===== config.mk =====
export PLATFORM = sky130hd
export DESIGN_NAME = complex_div
export DESIGN_NICKNAME = d
export VERILOG_FILES = /design/src/rtl/complex_div_pkg.sv /design/src/rtl/serial_udiv.sv /design/src/rtl/complex_div.sv
export SDC_FILE = /design/constraint.sdc
export NUM_CORES = 2
export LEC_CHECK = 0
export ABC_AREA = 0
export BUFFER_PORTS_ARGS = -buffer_cell sky130_fd_sc_hd__buf_2
export CAP_MARGIN = 20
export CELL_PAD_IN_SITES_DETAIL_PLACEMENT = 0
export CELL_PAD_IN_SITES_GLOBAL_PLACEMENT = 1
export CORE_ASPECT_RATIO = 0.7
export CORE_MARGIN = 3
export CORE_UTILIZATION = 47
export CTS_CLUSTER_DIAMETER = 80
export CTS_CLUSTER_SIZE = 28
export DETAILED_ROUTE_END_ITERATION = 8
export PLACE_DENSITY = 0.8
export SLEW_MARGIN = 20
export SYNTH_ARGS = -nofsm -noshare
export SYNTH_HDL_FRONTEND = slang
export SYNTH_SLANG_ARGS = --single-unit

===== constraint.sdc =====
create_clock -name clk -period 6.7 [get_ports clk]
set_input_delay 1.34 -clock clk [delete_from_list [all_inputs] [get_ports clk]]
set_output_delay 1.34 -clock clk [all_outputs]
set_load 0.005 [all_outputs]

===== src/rtl/complex_div_pkg.sv =====
// rtl/complex_div_pkg.sv - shared widths and state encoding for the complex divider
package complex_div_pkg;

  localparam int CD_AW    = 8;
  localparam int CD_NW    = 16;
  localparam int CD_PW    = CD_NW + CD_AW + 1;
  localparam int CD_ITERS = CD_PW - 1;
  localparam int CD_CW    = $clog2(CD_PW);

  typedef enum logic [1:0] {
    S_IDLE = 2'd0,
    S_PREP = 2'd1,
    S_DIV  = 2'd2,
    S_DONE = 2'd3
  } cd_state_e;

endpackage


===== src/rtl/serial_udiv.sv =====
// rtl/serial_udiv.sv - unsigned restoring divider, one quotient bit per step, MSB first
module serial_udiv #(
  parameter int DVW = 24,
  parameter int DSW = 16
) (
  input  logic           clk,
  input  logic           rst_n,
  input  logic           load,
  input  logic           step,
  input  logic [DVW-1:0] dividend,
  input  logic [DSW-1:0] divisor,
  output logic [DVW-1:0] quotient
);

  logic [DSW-1:0] rem_q, rem_d;
  logic [DVW-1:0] dq_q;
  logic [DSW-1:0] dsr_q;
  logic [DSW:0]   trial;
  logic           fits;

  // Shift the next dividend bit into the partial remainder and try a subtract.
  // The remainder stays below the divisor, so it never needs more than DSW bits.
  always_comb begin
    trial = {rem_q, dq_q[DVW-1]};
    fits  = (trial >= {1'b0, dsr_q});
    rem_d = fits ? DSW'(trial - {1'b0, dsr_q}) : trial[DSW-1:0];
  end

  // Dividend register doubles as the quotient register as bits shift through it.
  always_ff @(posedge clk or negedge rst_n) begin
    if (!rst_n) begin
      rem_q <= '0;
      dq_q  <= '0;
      dsr_q <= '0;
    end else if (load) begin
      rem_q <= '0;
      dq_q  <= dividend;
      dsr_q <= divisor;
    end else if (step) begin
      rem_q <= rem_d;
      dq_q  <= {dq_q[DVW-2:0], fits};
    end
  end

  assign quotient = dq_q;

endmodule


===== src/rtl/complex_div.sv =====
// rtl/complex_div.sv - sequential complex divider q = n * conj(d) / |d|^2
module complex_div
  import complex_div_pkg::*;
#(
  parameter int AW = CD_AW,
  parameter int NW = CD_NW
) (
  input  logic          clk,
  input  logic          rst_n,
  input  logic          in_valid,
  output logic          in_ready,
  input  logic [NW-1:0] n_re,
  input  logic [NW-1:0] n_im,
  input  logic [AW-1:0] d_re,
  input  logic [AW-1:0] d_im,
  output logic          out_valid,
  input  logic          out_ready,
  output logic [AW-1:0] q_re,
  output logic [AW-1:0] q_im,
  output logic          ovf,
  output logic          dz
);

  localparam int PW    = NW + AW + 1;
  localparam int ITERS = PW - 1;
  localparam int CW    = $clog2(PW);

  localparam logic [AW-1:0] Q_MAX   = {1'b0, {(AW-1){1'b1}}};
  localparam logic [AW-1:0] Q_MIN   = {1'b1, {(AW-1){1'b0}}};
  localparam logic [PW-2:0] MAG_NEG = (PW-1)'(1) << (AW-1);
  localparam logic [PW-2:0] MAG_POS = MAG_NEG - 1'b1;

  cd_state_e state_q;
  logic signed [NW-1:0] n_re_q, n_im_q;
  logic signed [AW-1:0] d_re_q, d_im_q;
  logic                 pr_neg_q, pi_neg_q;
  logic [2*AW-1:0]      den_q;
  logic [CW-1:0]        cnt_q;
  logic                 in_ready_q, out_valid_q, ovf_q, dz_q;
  logic [AW-1:0]        q_re_q, q_im_q;

  logic signed [PW-1:0] n_re_x, n_im_x, d_re_x, d_im_x, pr_c, pi_c;
  logic [AW-1:0]        d_re_abs, d_im_abs;
  logic [2*AW-1:0]      den_c;
  logic [PW-2:0]        pr_abs_c, pi_abs_c, qr_mag, qi_mag;
  logic                 udiv_load, udiv_step;
  logic [AW-1:0]        q_re_d, q_im_d;
  logic                 ovf_re_d, ovf_im_d;

  // Magnitude to signed quotient with clamp; MSB of the result is the saturation flag.
  function automatic logic [AW:0] sat_fn(input logic [PW-2:0] mag, input logic neg);
    if (neg) begin
      if (mag > MAG_NEG) return {1'b1, Q_MIN};
      return {1'b0, AW'(-mag)};
    end
    if (mag > MAG_POS) return {1'b1, Q_MAX};
    return {1'b0, AW'(mag)};
  endfunction

  // Full-precision cross products and |d|^2 from the latched operands; den is built
  // from component magnitudes so -128-128i gives 32768 without wrapping.
  always_comb begin
    n_re_x   = {{(PW-NW){n_re_q[NW-1]}}, n_re_q};
    n_im_x   = {{(PW-NW){n_im_q[NW-1]}}, n_im_q};
    d_re_x   = {{(PW-AW){d_re_q[AW-1]}}, d_re_q};
    d_im_x   = {{(PW-AW){d_im_q[AW-1]}}, d_im_q};
    pr_c     = n_re_x * d_re_x + n_im_x * d_im_x;
    pi_c     = n_im_x * d_re_x - n_re_x * d_im_x;
    d_re_abs = d_re_q[AW-1] ? AW'(-d_re_q) : d_re_q;
    d_im_abs = d_im_q[AW-1] ? AW'(-d_im_q) : d_im_q;
    den_c    = {{AW{1'b0}}, d_re_abs} * {{AW{1'b0}}, d_re_abs}
             + {{AW{1'b0}}, d_im_abs} * {{AW{1'b0}}, d_im_abs};
    pr_abs_c = pr_c[PW-1] ? (PW-1)'(-pr_c) : pr_c[PW-2:0];
    pi_abs_c = pi_c[PW-1] ? (PW-1)'(-pi_c) : pi_c[PW-2:0];
    udiv_load = (state_q == S_PREP);
    udiv_step = (state_q == S_DIV) && (cnt_q != CW'(ITERS));
    {ovf_re_d, q_re_d} = sat_fn(qr_mag, pr_neg_q);
    {ovf_im_d, q_im_d} = sat_fn(qi_mag, pi_neg_q);
  end

  serial_udiv #(.DVW(PW-1), .DSW(2*AW)) u_div_re (
    .clk      (clk),
    .rst_n    (rst_n),
    .load     (udiv_load),
    .step     (udiv_step),
    .dividend (pr_abs_c),
    .divisor  (den_c),
    .quotient (qr_mag)
  );

  serial_udiv #(.DVW(PW-1), .DSW(2*AW)) u_div_im (
    .clk      (clk),
    .rst_n    (rst_n),
    .load     (udiv_load),
    .step     (udiv_step),
    .dividend (pi_abs_c),
    .divisor  (den_c),
    .quotient (qi_mag)
  );

  // Control FSM: accept, prepare, iterate, finalize and hold the result until taken.
  always_ff @(posedge clk or negedge rst_n) begin
    if (!rst_n) begin
      state_q     <= S_IDLE;
      n_re_q      <= '0;
      n_im_q      <= '0;
      d_re_q      <= '0;
      d_im_q      <= '0;
      pr_neg_q    <= 1'b0;
      pi_neg_q    <= 1'b0;
      den_q       <= '0;
      cnt_q       <= '0;
      in_ready_q  <= 1'b1;
      out_valid_q <= 1'b0;
      q_re_q      <= '0;
      q_im_q      <= '0;
      ovf_q       <= 1'b0;
      dz_q        <= 1'b0;
    end else begin
      case (state_q)
        S_IDLE: begin
          if (in_valid) begin
            n_re_q     <= n_re;
            n_im_q     <= n_im;
            d_re_q     <= d_re;
            d_im_q     <= d_im;
            dz_q       <= 1'b0;
            in_ready_q <= 1'b0;
            state_q    <= S_PREP;
          end
        end
        S_PREP: begin
          pr_neg_q <= pr_c[PW-1];
          pi_neg_q <= pi_c[PW-1];
          den_q    <= den_c;
          cnt_q    <= '0;
          state_q  <= S_DIV;
        end
        S_DIV: begin
          if (den_q == '0) begin
            q_re_q      <= '0;
            q_im_q      <= '0;
            ovf_q       <= 1'b0;
            dz_q        <= 1'b1;
            out_valid_q <= 1'b1;
            state_q     <= S_DONE;
          end else if (cnt_q == CW'(ITERS)) begin
            q_re_q      <= q_re_d;
            q_im_q      <= q_im_d;
            ovf_q       <= ovf_re_d | ovf_im_d;
            out_valid_q <= 1'b1;
            state_q     <= S_DONE;
          end else begin
            cnt_q <= cnt_q + 1'b1;
          end
        end
        S_DONE: begin
          if (out_ready) begin
            out_valid_q <= 1'b0;
            in_ready_q  <= 1'b1;
            state_q     <= S_IDLE;
          end
        end
        default: state_q <= S_IDLE;
      endcase
    end
  end

  assign in_ready  = in_ready_q;
  assign out_valid = out_valid_q;
  assign q_re      = q_re_q;
  assign q_im      = q_im_q;
  assign ovf       = ovf_q;
  assign dz        = dz_q;

endmodule

* Word level (Yosys, flattened, before mapping)
Cells that the tools add are included.
** Cells by class
- Bitwise logic cells :: 1
- Add/sub/neg operators :: 12
- Multiply operators :: 6
- Reduce and logical (&&, ||, !) cells :: 16
- $lt $le $gt $ge :: 6
- Divide/modulo/power cells :: 0
- Shift-type cells :: 0
- Equal/unequal tests :: 11
- Muxes and demuxes :: 59
** Operators by type and width (count)
- 24-bit 2-to-1 mux :: 6
- 9-bit 2-to-1 mux :: 12
- 16-bit by 8-bit multiplier with 24-bit output :: 4
- 16-bit 2-to-1 mux :: 6
- 24-bit by 7-bit > comparator with 1-bit output (second input constant) :: 2
- 24-bit by 8-bit > comparator with 1-bit output (second input constant) :: 2
- 8-bit 2-to-1 mux :: 6
- 24-bit negation :: 2
- 17-bit by 16-bit >= comparator with 1-bit output :: 2
- 8-bit by 8-bit multiplier with 16-bit output :: 2
- 8-bit negation :: 4
- 16-bit subtractor :: 2
- 24-bit by 24-bit adder with 25-bit output :: 1
- 24-bit by 24-bit subtractor with 25-bit output :: 1
- 1-bit 2-to-1 mux :: 18
- 16-bit adder :: 1
- 16-bit logical NOT :: 1
- 3-bit AND reduction :: 5
- 2-bit nonzero test :: 6
- 5-bit 2-to-1 mux :: 2
- 5-bit one-hot mux with 2 select lines :: 1
- 2-bit 2-to-1 mux :: 4
- 2-bit != test (second input constant) :: 4
- 2-bit one-hot mux with 4 select lines :: 1
- other kinds (12) :: 16
** Word-level totals
- Memories :: 0
- Latch bits :: 0
- Logic and storage cells :: 130
- Bits in read-only memories :: 0
- Flip-flop bits (word level) :: 173
- Output and inout bits :: 20
- Bits in writable memories :: 0

* Logic depth before layout (Yosys ltp)
- Depth in word-level cells :: 11
- Gate-level depth with buffers :: 29
- Depth with buffers taken out :: 28

* Hierarchy
A second synthesis with hierarchy kept.
** Unflattened totals
- Cell total of the unflattened synthesis :: 3772
- Area, all modules :: 34623.2 um^2
** By module, submodules not included
- complex_div :: seq. area each 2328.5 um^2, area each 27801.7 um^2, cells an instance 3022, instances 1
- serial_udiv :: seq. area each 1401.3 um^2, area each 3410.8 um^2, cells an instance 375, instances 2

* Worst setup path before layout
Ideal clock, no wire load.
- Path type :: register to register
- Start :: register d_im_q[7]
- End :: register u_div_im.dq_q[22], in the netlist u_div_im.quotient[22]
- Setup slack :: -0.262 ns
- Stages on the path, launching flop included :: 26
- Arrival time :: 6.843 ns
- Required time :: 6.581 ns
- Library setup time :: 0.119 ns
- Period minus slack after synthesis :: 6.962 ns
- Cell sequence :: dfrtp_1 -> clkbuf_1 -> clkbuf_1 -> clkinv_1 -> clkbuf_1 -> nor2_1 -> ha_1 -> inv_1 -> fa_1 -> fa_1 -> fa_1 -> fa_1 -> inv_1 -> fa_1 -> inv_1 -> ha_1 -> or3_1 -> nand2b_4 -> a2bb2oi_4 -> a21oi_1 -> mux2_4 -> or2_2 -> nor4_1 -> a41o_1 -> xor2_1 -> o21a_1
** On the way
- Word-level cells in the longest chain between the ends :: 5
** RTL lines
- from (decl) :: RTL line complex_div.sv:35 : logic signed [AW-1:0] d_re_q, d_im_q;
- from (signal assigned) :: RTL line complex_div.sv:126 : d_im_q <= d_im;
- 16-bit by 8-bit multiplier with 24-bit output * :: RTL line complex_div.sv:68 : pi_c = n_im_x * d_re_x - n_re_x * d_im_x;
- 24-bit by 24-bit subtractor with 25-bit output * :: RTL line complex_div.sv:68
- 24-bit negation :: RTL line complex_div.sv:74 : pi_abs_c = pi_c[PW-1] ? (PW-1)'(-pi_c) : pi_c[PW-2:0];
- 24-bit 2-to-1 mux * :: RTL line complex_div.sv:74
- 24-bit 2-to-1 mux * :: RTL line serial_udiv.sv:35 : end else if (load) begin
- to (signal assigned) :: RTL line serial_udiv.sv:37 : dq_q <= dividend;
- to (signal assigned) :: RTL line serial_udiv.sv:41 : dq_q <= {dq_q[DVW-2:0], fits};
- to (decl) :: RTL line serial_udiv.sv:16 : logic [DVW-1:0] dq_q;
Every way passes the cells marked *; elsewhere a longest branch is shown, timed or not.
A chain may end at the register's enable or synchronous reset.

* Final worst setup path
- Start :: register d_im_q[2]
- End :: register u_div_im.dq_q[11], in the netlist u_div_im.quotient[11]
Same word-level chain as after synthesis.

==> qor.log <==
INFO  run_status     outcome=complete, but fails checks
INFO  run_status     violated_checks=negative setup slack
INFO  critical_path  worst_setup_path_end_kind=flip-flop
INFO  yosys          synth_cell_types=100
INFO  critical_path  slack_of_the_worst_reg_to_reg_path=-100ps
INFO  drt            avgRoutedWirePerCell=18.8um
INFO  yosys          ys_async_sr_fraction=100%
INFO  timing         hold_violations=0
INFO  drt            detail_route.iter0.violations=1601
INFO  drt            firstDrtPassIters=5
INFO  final_layout   finish.net_count=4882
INFO  floorplanning  placeableCoreArea=69000um^2
INFO  timing         slew_headroom=34.9%
INFO  yosys          postSynthAreaPerCell=8.94um^2
INFO  global_route   grtUsageMet2=36.6%
INFO  critical_path  cp.arrival=7150ps
INFO  floorplanning  die_height=228um
INFO  place          placed_wire_length_estimate=72.6mm
INFO  global_route   final_global_route_overflow_total=0
INFO  timing         fin_crit=6800ps
INFO  clock_tree     clk-insertion-delay-late=510ps
INFO  clock_tree     numClockSinks=173
INFO  yosys          synth-edff-count=0
INFO  timing         setup_slack=-97.4ps
INFO  yosys          main_combinational_cell_family_by_area_after_synthesis=adder cells
INFO  critical_path  rr_worst_depth=25
INFO  global_route   grt.met3_usage=6.49%
INFO  floorplanning  initial_core_util=48.0%
INFO  yosys          synth_xor_area_share=4.33%
INFO  critical_path  timing.setup.critical_path_class=reg -> reg
INFO  clock_tree     cts_root_buffer_type=clkbuf_16
INFO  clock_tree     cts-buffers-inserted=17
INFO  timing         grt_setup_unrepaired=true
INFO  timing         fin_crit_sh=101%
INFO  drt            drc=0
INFO  yosys          synth_compound_area_share=8.67%
INFO  drt            vias_per_cell=5.24
INFO  yosys          syn_area=33100um^2
INFO  global_route   grt_antenna_before_repair=2
INFO  min_path       hp-class=reg -> reg
INFO  yosys          muxShareOfSynthArea=2.44%
INFO  critical_path  cp_data_required_time=7050ps
INFO  yosys          postSynth.topFlopCell=dfrtp_1
INFO  clock_tree     cts_tree=yes
INFO  clock_tree     holdBufCountCts=0
INFO  final_layout   nFillCells=6151
INFO  yosys          synth_fa_ha_area_share=44.3%
INFO  clock_tree     clk_path_buf_depth=2
INFO  floorplanning  fp.dieW=323um
INFO  timing         clock_skew=13.5ps
INFO  yosys          post_synth_inst_count=3703
INFO  drt            detail_route.wirelength=92.8mm
INFO  timing         actual_transition_at_the_worst_max_transition_pin=952ps
INFO  clock_tree     htreeDepth=4
INFO  place          globalplace.congestion=0.904
INFO  floorplanning  floorplan.rows=80
INFO  global_route   grt_pass1_vias=26445
INFO  yosys          synth-seq-area-share=13.1%
INFO  global_route   grt_first_pass_wirelength=147mm
INFO  yosys          ys_ff_latch=173
INFO  place          port-buffer-count=71
INFO  yosys          synth-warning-count=0
INFO  drt            vias=25791
INFO  timing         setup-violations-final=13
INFO  clock_tree     clkTransAtPathRegs=80ps
INFO  global_route   busiest_layer=met1
INFO  drt            antenna_violating_nets_post_route=0
INFO  floorplanning  dieArea=73700um^2
INFO  global_route   global_route_usage_sum=25.5%
INFO  flow_run       max_cap_violations=0
INFO  critical_path  setup.worst_path.start_class=flip-flop
INFO  critical_path  path_max_fanout=6
INFO  timing         clock.fmax=147MHz
INFO  min_path       hold_depth=2
INFO  global_route   grt_start_max_net_pins=106
INFO  floorplanning  ios=72
INFO  final_layout   drive_gt1_share=18.9%
INFO  timing         slew_violations=0
INFO  place          setup_ws_pre_cts=-149ps
INFO  yosys          yosys.area_share.simple=16.6%
INFO  global_route   globalRouteMet1Util=38.4%
INFO  final_layout   area_growth=18.4%
## cells by family after synthesis
| family | Yosys count |
|---|---|
| multiplexers | 74 |
| AND/OR/NAND/NOR | 1109 |
| buffers and inverters | 918 |
| flip-flops | 173 |
| other | 2 |
| XOR/XNOR | 162 |
| adder cells (fa/ha/maj) | 825 |
| AO/OA/AOI/OAI | 440 |
## layer usage
layer  share of wire, %  vias up
li1                   -    12072
met4                2.1        2
met2                 42      748
met1                 48    12880
met3                8.2       89
met5               0.14        -
## worst max-delay path, stage by stage (launching register included)
cell      delay, ps
dfrtp_2         480
buf_12          170
buf_12          140
nand2_4          40
fa_2            540
fa_1            440
fa_1            570
inv_2            50
fa_1            520
inv_1            50
fa_1            490
inv_2            40
fa_1            540
inv_2            80
ha_4            230
a21o_1          170
a21o_1          160
a2111o_1        470
a311oi_4        270
o41ai_2         110
a21oi_2         240
xnor2_4         160
buf_12          180
a21oi_1         160
xor2_1          250
a21oi_1         100
## flip-flops by register name, indices dropped and copies added, names as in the netlist
signal / flops
cnt_q: 5
pi_neg_q: 1
n_re_q: 16
dz: 1
u_div_re.dsr_q: 16
d_im_q: 8
u_div_re.quotient: 24
state_q: 2
out_valid: 1
q_re: 8
ovf: 1
u_div_re.rem_q: 16
q_im: 8
in_ready: 1
n_im_q: 16
u_div_im.rem_q: 16
u_div_im.quotient: 24
d_re_q: 8
pr_neg_q: 1
## path summary, 6_finish.rpt
| path | from | to |
|---|---|---|
| max in group asynchronous | rst_n | n_im_q[6] |
| worst max register to register | d_im_q[2] | u_div_im.quotient[11] |
| min in group asynchronous | rst_n | q_im[4] |
| worst min-delay path | q_im[0] | q_im[0] |
| worst min register to register | q_im[0] | q_im[0] |
| worst max-delay path | d_im_q[2] | u_div_im.quotient[11] |
## timing repair
item	CTS	global route
endpoints found under the hold margin	0	0
gates resized for setup	33	225
endpoints found under the setup margin	48	55
buffers inserted	12	36
pin swaps	20	126
cloned	2	13
## cells in the mapped netlist (all sizes together) (4+ instances only)
| library cell | instances | area share (%) |
|---|---|---|
| mux2i | 23 | 0.70 |
| ha | 245 | 9.3 |
| a22o | 12 | 0.32 |
| a2111oi | 4 | 0.18 |
| o31a | 4 | 0.11 |
| o21a | 19 | 0.43 |
| a211o | 5 | 0.13 |
| a31o | 6 | 0.16 |
| buf | 22 | 0.37 |
| fa | 580 | 35 |
| or2 | 15 | 0.28 |
| mux2 | 51 | 1.7 |
| and4b | 4 | 0.12 |
| a211oi | 31 | 0.73 |
| nor3b | 5 | 0.14 |
| inv | 747 | 8.5 |
| nand2b | 45 | 0.87 |
| nor2b | 15 | 0.28 |
| nand4 | 11 | 0.21 |
| or3 | 20 | 0.39 |
| nand3b | 5 | 0.11 |
| o211ai | 9 | 0.20 |
| xnor2 | 103 | 2.7 |
| nand3 | 23 | 0.36 |
| clkbuf | 147 | 1.7 |
| and2 | 246 | 4.6 |
| o31ai | 10 | 0.27 |
| o21bai | 10 | 0.23 |
| a21oi | 141 | 2.1 |
| o22ai | 5 | 0.094 |
| nor2 | 165 | 1.9 |
| and3 | 47 | 0.89 |
| o21ai | 97 | 1.5 |
| a31oi | 22 | 0.46 |
| a21o | 30 | 0.68 |
| xor2 | 59 | 1.6 |
| nor4 | 20 | 0.38 |
| nand2 | 431 | 4.9 |
| o41ai | 4 | 0.13 |
| dfrtp | 172 | 13 |
| nor3 | 37 | 0.57 |
## layout by cell type (no fill, tap or decap), types with 13 or more instances in the layout
cell type / instances
inv_1: 731
buf_12: 34
dfrtp_2: 25
mux2_2: 49
buf_6: 18
or2_2: 13
nand3_1: 21
mux2i_1: 22
buf_4: 304
and2_1: 240
o21ai_0: 85
dfrtp_1: 147
ha_1: 227
xor2_1: 53
a21o_1: 30
clkbuf_16: 28
o21a_1: 19
fa_1: 572
nand2_1: 419
nor4_1: 16
a21oi_1: 120
nor3_1: 33
a31oi_1: 13
ha_4: 14
a211oi_1: 25
nor2b_1: 13
buf_2: 70
or3_1: 13
a21oi_2: 16
xnor2_1: 87
nor2_1: 151
inv_2: 15
and3_1: 47
nand2b_1: 43
xnor2_2: 15
## metrics by stage
step | cells | instance area, um^2 | hold WS [ps] | TNS, ps | util, %
after floorplan | 3713 | 33200 | 451 | -41.6 | -
after global placement | 4824 | 36700 | 452 | -815 | 53.2
after detailed placement | 4824 | 36700 | 456 | -2680 | 53.2
after CTS | 4870 | 37500 | 477 | 0 | 54.4
after global routing | 4922 | 39200 | 501 | -8150 | 56.9
final | 4922 | 39200 | 467 | -547 | 56.9
## layout make-up
| class | instances | area (um^2) | area share, % |
|---|---|---|---|
| multi-input cells | 2622 | 26400 | 67.3 |
| inverters | 749 | 2820 | 7.19 |
| clock inverters | 14 | 156 | 0.399 |
| repair buffers | 442 | 3920 | 10.0 |
| well taps | 902 | 1130 | 2.88 |
| clock buffers | 18 | 429 | 1.09 |
| diodes | 2 | 5.00 | 0.0128 |
| flip-flops and latches | 173 | 4360 | 11.1 |
Power is left out: the tool's default activity adds up to more than one toggle a clock period on the data nets, which glitch-free logic cannot reach.
